--- config.mk ---
export PLATFORM = sky130hd
export DESIGN_NAME = incubator_plant
export DESIGN_NICKNAME = d
export VERILOG_FILES = /design/src/rtl/incubator_pkg.sv /design/src/rtl/incubator_plant_prescaler.sv /design/src/rtl/incubator_plant.sv
export SDC_FILE = /design/constraint.sdc
export NUM_CORES = 1
export LEC_CHECK = 0
export CAP_MARGIN = 20
export CORE_MARGIN = 2
export CORE_UTILIZATION = 55
export CTS_CLUSTER_DIAMETER = 30
export DETAILED_ROUTE_END_ITERATION = 10
export PLACE_DENSITY = 0.8
export SLEW_MARGIN = 40
export SYNTH_ARGS = -nofsm -noshare
export SYNTH_HDL_FRONTEND = slang
export SYNTH_HIERARCHICAL = 1
export SYNTH_SLANG_ARGS = --single-unit
--- constraint.sdc ---
create_clock -name clk -period 3.5 [get_ports clk]
set_input_delay 0.7 -clock clk [delete_from_list [all_inputs] [get_ports clk]]
set_output_delay 0.7 -clock clk [all_outputs]
set_load 0.1 [all_outputs]
--- src/rtl/incubator_pkg.sv ---
// Shared types and constants for the incubator controller and its plant model.
package incubator_pkg;

  localparam int TEMP_W = 8;

  typedef logic [TEMP_W-1:0] temp_t;
  // Wide enough for temperature plus or minus any single-tick step, without wrapping.
  typedef logic signed [TEMP_W+1:0] delta_t;

  localparam logic [3:0] CRS_OFF  = 4'd0;
  localparam logic [3:0] CRS_LOW  = 4'd4;
  localparam logic [3:0] CRS_MID  = 4'd6;
  localparam logic [3:0] CRS_HIGH = 4'd8;

  localparam int T_INIT_DEF    = 25;
  localparam int T_AMBIENT_DEF = 25;

  // Saturate a signed intermediate temperature into [lo, hi].
  function automatic temp_t clamp_temp(input delta_t v, input int lo, input int hi);
    if (v < delta_t'(lo)) return temp_t'(lo);
    if (v > delta_t'(hi)) return temp_t'(hi);
    return temp_t'(v);
  endfunction

endpackage

--- src/rtl/incubator_plant_prescaler.sv ---
// Free-running divider: pulses tick while the count sits at DIV-1; clr restarts from 0.
module tick_prescaler #(
  parameter int DIV = 16
) (
  input  logic clk,
  input  logic rst,
  input  logic clr,
  output logic tick
);

  localparam int CW = (DIV > 1) ? $clog2(DIV) : 1;

  logic [CW-1:0] cnt_q, cnt_d;

  assign tick = (cnt_q == CW'(DIV - 1));

  always_comb begin
    if (clr || tick) cnt_d = '0;
    else             cnt_d = cnt_q + 1'b1;
  end

  // NOTE: state registers use non-blocking assignments so every flop samples pre-edge values.
  always_ff @(posedge clk or negedge rst) begin
    if (!rst) cnt_q <= '0;
    else      cnt_q <= cnt_d;
  end

endmodule

--- src/rtl/incubator_plant.sv ---
// Thermal plant model: integrates actuator effects once per tick, drifts to ambient
// when idle, saturates at the range limits and accepts forced loads.
module incubator_plant
  import incubator_pkg::*;
#(
  parameter int T_INIT    = T_INIT_DEF,
  parameter int T_AMBIENT = T_AMBIENT_DEF,
  parameter int T_MIN     = 0,
  parameter int T_MAX     = 60,
  parameter int TICK_DIV  = 16,
  parameter int DRIFT_DIV = 4,
  parameter int HEAT_STEP = 2,
  parameter int COOL_STEP = 1
) (
  input  logic              clk,
  input  logic              rst,
  input  logic              heater,
  input  logic              cooler,
  input  logic [3:0]        crs,
  input  logic              load_en,
  input  logic [TEMP_W-1:0] load_val,
  output logic [TEMP_W-1:0] t,
  output logic              tick,
  output logic              fault
);

  localparam int DCW = (DRIFT_DIV > 1) ? $clog2(DRIFT_DIV + 1) : 1;

  logic           tick_int;
  temp_t          t_q, t_d;
  logic           tick_q, tick_d;
  logic           fault_q, fault_d;
  logic [DCW-1:0] drift_q, drift_d;

  logic   both, idle;
  delta_t delta, sum;

  tick_prescaler #(.DIV(TICK_DIV)) u_prescaler (
    .clk  (clk),
    .rst  (rst),
    .clr  (load_en),
    .tick (tick_int)
  );

  always_comb begin
    // NOTE: every combinational output is defaulted first so no path leaves it unassigned (no latches).
    t_d     = t_q;
    tick_d  = 1'b0;
    fault_d = fault_q;
    drift_d = drift_q;

    both  = heater && cooler;
    idle  = !heater && !cooler && (crs == CRS_OFF);
    delta = -delta_t'(crs >> 1);
    // A conflicting heater/cooler request cancels both contributions for that tick.
    if (heater && !both) delta = delta + delta_t'(HEAT_STEP);
    if (cooler && !both) delta = delta - delta_t'(COOL_STEP);
    sum = delta_t'({2'b00, t_q}) + delta;

    if (load_en) begin
      t_d     = clamp_temp(delta_t'({2'b00, load_val}), T_MIN, T_MAX);
      drift_d = '0;
    end else if (tick_int) begin
      tick_d  = 1'b1;
      fault_d = fault_q || both;
      if (idle) begin
        if (drift_q == DCW'(DRIFT_DIV - 1)) begin
          drift_d = '0;
          if (t_q > temp_t'(T_AMBIENT))      t_d = t_q - 1'b1;
          else if (t_q < temp_t'(T_AMBIENT)) t_d = t_q + 1'b1;
        end else begin
          drift_d = drift_q + 1'b1;
        end
      end else begin
        drift_d = '0;
        t_d     = clamp_temp(sum, T_MIN, T_MAX);
      end
    end
  end

  always_ff @(posedge clk or negedge rst) begin
    if (!rst) begin
      t_q     <= temp_t'(T_INIT);
      tick_q  <= 1'b0;
      fault_q <= 1'b0;
      drift_q <= '0;
    end else begin
      t_q     <= t_d;
      tick_q  <= tick_d;
      fault_q <= fault_d;
      drift_q <= drift_d;
    end
  end

  assign t     = t_q;
  assign tick  = tick_q;
  assign fault = fault_q;

endmodule

# == Word level (Yosys, flattened, before mapping) ==
# Cells that the tools add are included.
# word_totals
elab_cells,69
romBits,0
memories,0
latchBits,0
regBits,17
ramBits,0
# classes
shift,0
mul,0
n_eq_ne,4
div_mod_pow,0
add_sub_neg,8
bitwise_logic,1
reduce_logical,14
n_mux,32
magnitude_cmp,5
# ops
op,n
8-bit 2-to-1 mux,12
10-bit 2-to-1 mux,2
1-bit 2-to-1 mux,13
3-bit 2-to-1 mux,4
"10-bit by 3-bit adder with 10-bit output, second input constant",1
9-bit by 10-bit adder with 10-bit output,1
"10-bit by 7-bit greater-than comparator with 1-bit output, second input constant",1
"10-bit by 1-bit less-than comparator with 1-bit output, second input constant",1
3-bit negator with 10-bit output,1
"10-bit by 2-bit subtractor with 10-bit output, second input constant",1
"8-bit by 1-bit adder with 8-bit output, second input constant",1
"8-bit by 5-bit greater-than comparator with 1-bit output, second input constant",1
"8-bit by 6-bit greater-than comparator with 1-bit output, second input constant",1
"8-bit by 5-bit less-than comparator with 1-bit output, second input constant",1
"8-bit by 1-bit subtractor with 8-bit output, second input constant",1
1-bit logical AND,5
"4-bit by 1-bit adder with 4-bit output, second input constant",1
"4-bit == test, second input constant",1
4-bit logical NOT,1
4-bit 2-to-1 mux,1
"4-bit by 2-bit inequality test with 1-bit output, second input constant",1
"3-bit by 1-bit adder with 3-bit output, second input constant",1
"3-bit by 2-bit == test with 1-bit output, second input constant",1
1-bit logical NOT,3
other kinds (6),7

# == Longest topological paths before layout ==
# depth
word_depth,21
mapped_depth,15
depth_no_buf,15

# == Modules after synthesis ==
# Netlist, hierarchy kept.
# modules_own_cells
mod,cells_each,instances,area_each_um2,seq_area_each_um2
incubator_plant,214,1,1735.4,329.1
tick_prescaler,13,1,171.4,100.1

# == Worst setup path after synthesis ==
# Ideal clock, no wire load.
# synth_path
path_kind,input to register
from,in crs[1]
to,"reg t_q[5], in the netlist t[5]"
t_arrival_ns,3.841
required_ns,3.376
n_path_buf,0
setup_ns,0.124
stages,15
slack_ns,-0.465
path_cell_list,inv_1 ha_1 xnor2_1 ha_1 nand4_1 o21ai_0 a221o_1 ha_1 o21ai_1 a21boi_0 o21a_1 or4_4 a31oi_4 a2111oi_1 a211o_1
# synth_via
elab_chain_len,17
# synth_rtl
item,line,rtl
start: declaration,incubator_plant.sv:19,"input logic [3:0] crs,"
3-bit negator with 10-bit output,incubator_plant.sv:54,delta = -delta_t'(crs >> 1);
10-bit by 3-bit adder with 10-bit output,incubator_plant.sv:56,if (heater && !both) delta = delta + delta_t'(HEAT_STEP);
10-bit 2-to-1 mux,incubator_plant.sv:56,
10-bit by 2-bit subtractor with 10-bit output,incubator_plant.sv:57,if (cooler && !both) delta = delta - delta_t'(COOL_STEP);
10-bit 2-to-1 mux,incubator_plant.sv:57,
9-bit by 10-bit adder with 10-bit output,incubator_plant.sv:58,"sum = delta_t'({2'b00, t_q}) + delta;"
10-bit by 7-bit greater-than comparator with 1-bit output,incubator_pkg.sv:21,if (v > delta_t'(hi)) return temp_t'(hi);
1-bit 2-to-1 mux (2 in a row),incubator_pkg.sv:21,
1-bit 2-to-1 mux,incubator_plant.sv:66,if (idle) begin
1-bit 2-to-1 mux,incubator_plant.sv:63,end else if (tick_int) begin
1-bit 2-to-1 mux,incubator_plant.sv:60,if (load_en) begin
8-bit 2-to-1 mux,incubator_pkg.sv:22,return temp_t'(v);
8-bit 2-to-1 mux,incubator_pkg.sv:21,
8-bit 2-to-1 mux,incubator_plant.sv:66,
8-bit 2-to-1 mux,incubator_plant.sv:63,
8-bit 2-to-1 mux,incubator_plant.sv:60,
end signal: assignment,incubator_plant.sv:83,t_q <= temp_t'(T_INIT);
end signal: assignment,incubator_plant.sv:88,t_q <= t_d;
end: declaration,incubator_plant.sv:30,"temp_t t_q, t_d;"
# Parallel ways exist; a longest one is shown, timed or not. The select of a mux whose other input is x is not followed.
# A chain may end at the register's enable or synchronous reset.

# == Worst setup path after layout ==
# layout_path
from,in crs[1]
to,"reg t_q[2], in the netlist t[2]"
# Same word-level chain as after synthesis.

==> results.yml <==
power:
  p_clk_share_pct: 11.7
  p_leak_uw: 0.001253
  combPwrFrac_pct: 65.2
  p_int_uw: 552.4
  p_switching_uw: 428.6
  swShare_pct: 43.69
  ir_drop_uv: 270.5
  powerDensity_mw_per_mm2: 342.1
  p_seq_share_pct: 23.1
clock_network:
  worstSkewPairLatency_ns: 0.31
  cts_root_buf: "clkbuf_4"
  cts_tree: "done"
  clock_sinks: 17
  cts_hold_buf: 0
  htreeDepth: 1
  cts_buffers: 3
  cts_max_path_buffers: 2
  clkTransAtPathRegs_ns: 0.11
sta:
  hold_viol: 0
  maxSlewHeadroom_pct: 64.85
  setup_viol: 6
  period_share_pct: 105.7
  worst_slack_ns: -0.1986
  fmax_ghz: 0.2704
  worst_pin_slew_ns: 0.5255
  setup_tns_ns: -0.6925
  finalCriticalPeriod_ns: 3.699
  skew_ns: 0.007508
  slew_viol_final: 0
  rsz0062_at_grt: "yes"
floorplanning:
  boundaryPins: 27
  coreArea_mm2: 0.003337
  start_util_pct: 57.14
  dieArea_mm2: 0.003954
  rows: 21
  die_width_um: 62.88
  die_h_um: 62.88
placement:
  placed_cells: 343
  gp_congestion: 1.026
  dpl.hpwl_um: 4320
  port_buffers: 26
setup_path:
  path_buf_inv: 4
  crit_top_cell: "ha_4"
  max_stage_delay_ns: 0.51
  critical_path.top_delay_family: "simple AND/OR/NAND/NOR gates"
  cp-end-kind: "flip-flop"
  slowest_stage: "or4_4"
  cp-start-kind: "input port"
  critPathRequiredTime_ns: 3.69
  critical_path_class: "input port to flip-flop"
  cp_cell_sequence: "buf_8, clkinvlp_4, ha_4, buf_6, nand3b_1, nor3_2, a311oi_1, a221o_1, ha_4, nor4_4, o21ai_2, o21a_1, or4_4, a31oi_4, buf_4, a21o_1, a21oi_1"
  path_max_fanout: 3
  critPathArrivalTime_ns: 3.89
global_routing:
  gr-total-overflow: 0
  antenna_found_initial: 0
  grt_pass1_wl_um: 9949
  grt_max_degree: 18
  grt_pass1_vias: 2209
  grt_use_total_pct: 31.50
yosys:
  ys_top_cells_by_area: "dfrtp_1, ha_1, a21oi_1"
  ys.flop_type: "dfrtp_1"
  synth_edf_count: 0
  synth_area_mm2: 0.001907
  synth_top_area_share_pct: 18.37
  async_flop_share_pct: 100.0
  ys_seq_area_share_pct: 22.51
  postSynthAreaPerCell_um2: 8.400
  yosysTopAreaCell: "dfrtp_1"
  ys_seq_elements: 17
  netlist_instances: 227
  yosys.cell_types.count: 57
  synth_warnings: 6
  synth_fp_nets: 266
hold_path:
  hold_class: "input port to async pin"
run_status:
  violations: "setup timing"
  status: "finished, violations left"
drt:
  drt_iter0_drc: 131
  first_pass_iters: 4
  vias_per_cell: 6.213
  drc_errors: 0
  ant_nets: 0
  totalWireLength_um: 6791
  num_vias: 2212
  avgRoutedWirePerCell_um: 19.08
final_layout:
  nets: 350
  insertedDiodeCount: 0
  syn2layout_area_growth_pct: 50.39
  utilization_pct: 85.94
  layout_commonest_cell: "buf_4"
  fin_cells: 356
  post_route_cells_drive_above_1_share_pct: 37.74
  layout_common_cells: "buf_4, nor2_1, a21oi_1"
job:
  max-cap-violations: 0
-- flip-flops by register name, summed over array words and instances (netlist names) --
| signal | count |
|---|---|
| drift_q | 3 |
| fault | 1 |
| t | 8 |
| tick | 1 |
| u_prescaler/cnt_q | 4 |
-- power by group through the flow --
| stage | Combinational [uW] | Clock (uW) | Sequential [uW] |
|---|---|---|---|
| final | 639 | 115 | 227 |
| after global routing | 681 | 125 | 228 |
| after CTS | 583 | 111 | 225 |
| after detailed placement | 552 | 0 | 229 |
| after global placement | 539 | 0 | 228 |
| after floorplan | 309 | 0 | 271 |
-- timing repair --
| item | in CTS | in global routing |
|---|---|---|
| setup buffers | 5 | 4 |
| resized for setup | 27 | 12 |
| pin swaps | 21 | 13 |
| setup endpoints to repair | 6 | 6 |
| cloned | 0 | 0 |
-- metal layers --
layer  global-route usage, %  vias up  routed length, um
met2                   56.78      107               3372
met4                   6.111        0                264
met3                   5.405       28                405
met5                       0        -                  0
met1                   39.32     1059               2749
li1                        -     1018                  -
-- logic make-up after synthesis --
group | Yosys count | synth area share, %
multiplexers | 2 | 1.247
AO/OA/AOI/OAI | 82 | 29.66
adder cells (fa/ha/maj) | 22 | 15.22
AND/OR/NAND/NOR | 72 | 20.87
buffers and inverters | 18 | 4.068
flip-flops | 17 | 22.51
XOR/XNOR | 14 | 6.431
-- metrics by stage --
stage / area, um2 / setup slack [ns] / power (uW) / hold slack [ns]
2_1_floorplan: 2022 / -0.1873 / 579.8 / 0.4044
3_3_place_gp: 2659 / -0.8660 / 766.9 / 0.4637
3_5_place_dp: 2649 / -0.9650 / 780.6 / 0.4527
4_1_cts: 2775 / -0.1359 / 919.5 / 0.4753
5_1_grt: 2868 / -0.2700 / 1034 / 0.3161
6_report: 2868 / -0.1986 / 981.0 / 0.2989
-- cell usage after synthesis (7+ instances only) --
cell type / number
ha_1: 20
a21oi_1: 18
nor2_1: 17
dfrtp_1: 14
inv_1: 12
o21ai_0: 11
nand2_1: 10
nor2b_1: 9
nor3_1: 9
xnor2_1: 9
a21o_1: 8
o22ai_1: 7
-- worst register-to-register path, stage by stage (launching register included) --
cell and delay [ns]:
dfrtp_1 0.47, nor3_1 0.30, o21a_1 0.26, inv_1 0.15
ha_1 0.33, a211oi_1 0.23, o21bai_1 0.09, a21oi_1 0.25
xnor2_1 0.11, a21oi_1 0.22, nor3_1 0.09, a211o_1 0.29
-- worst paths after layout --
kind / startpoint / depth (start not counted) / slack [ns] / to
setup / recovery: crs[1] / 17 / -0.20 / t[2]$_DFFE_PN0P_
hold / removal: rst / 1 / 0.30 / t[7]$_DFFE_PN0P_
setup reg to reg: t[7]$_DFFE_PN0P_ / 11 / 0.61 / t[5]$_DFFE_PN0P_
hold reg to reg: u_prescaler/cnt_q[0]$_DFF_PN0_ / 1 / 0.52 / u_prescaler/cnt_q[0]$_DFF_PN0_
max in group asynchronous: rst / 1 / 2.87 / t[3]$_DFFE_PN1P_
min in group clk: u_prescaler/cnt_q[0]$_DFF_PN0_ / 1 / 0.52 / u_prescaler/cnt_q[0]$_DFF_PN0_
-- area by class of cell --
class	instances	area, um2
sequential	17	429.2
multi-input combinational	192	1638
clock buffer	4	26.28
tap	46	57.56
inverter	13	52.55
fill	189	469.2
timing repair buffer	84	664.4
No activity file was read; power rests on OpenSTA's default activity.
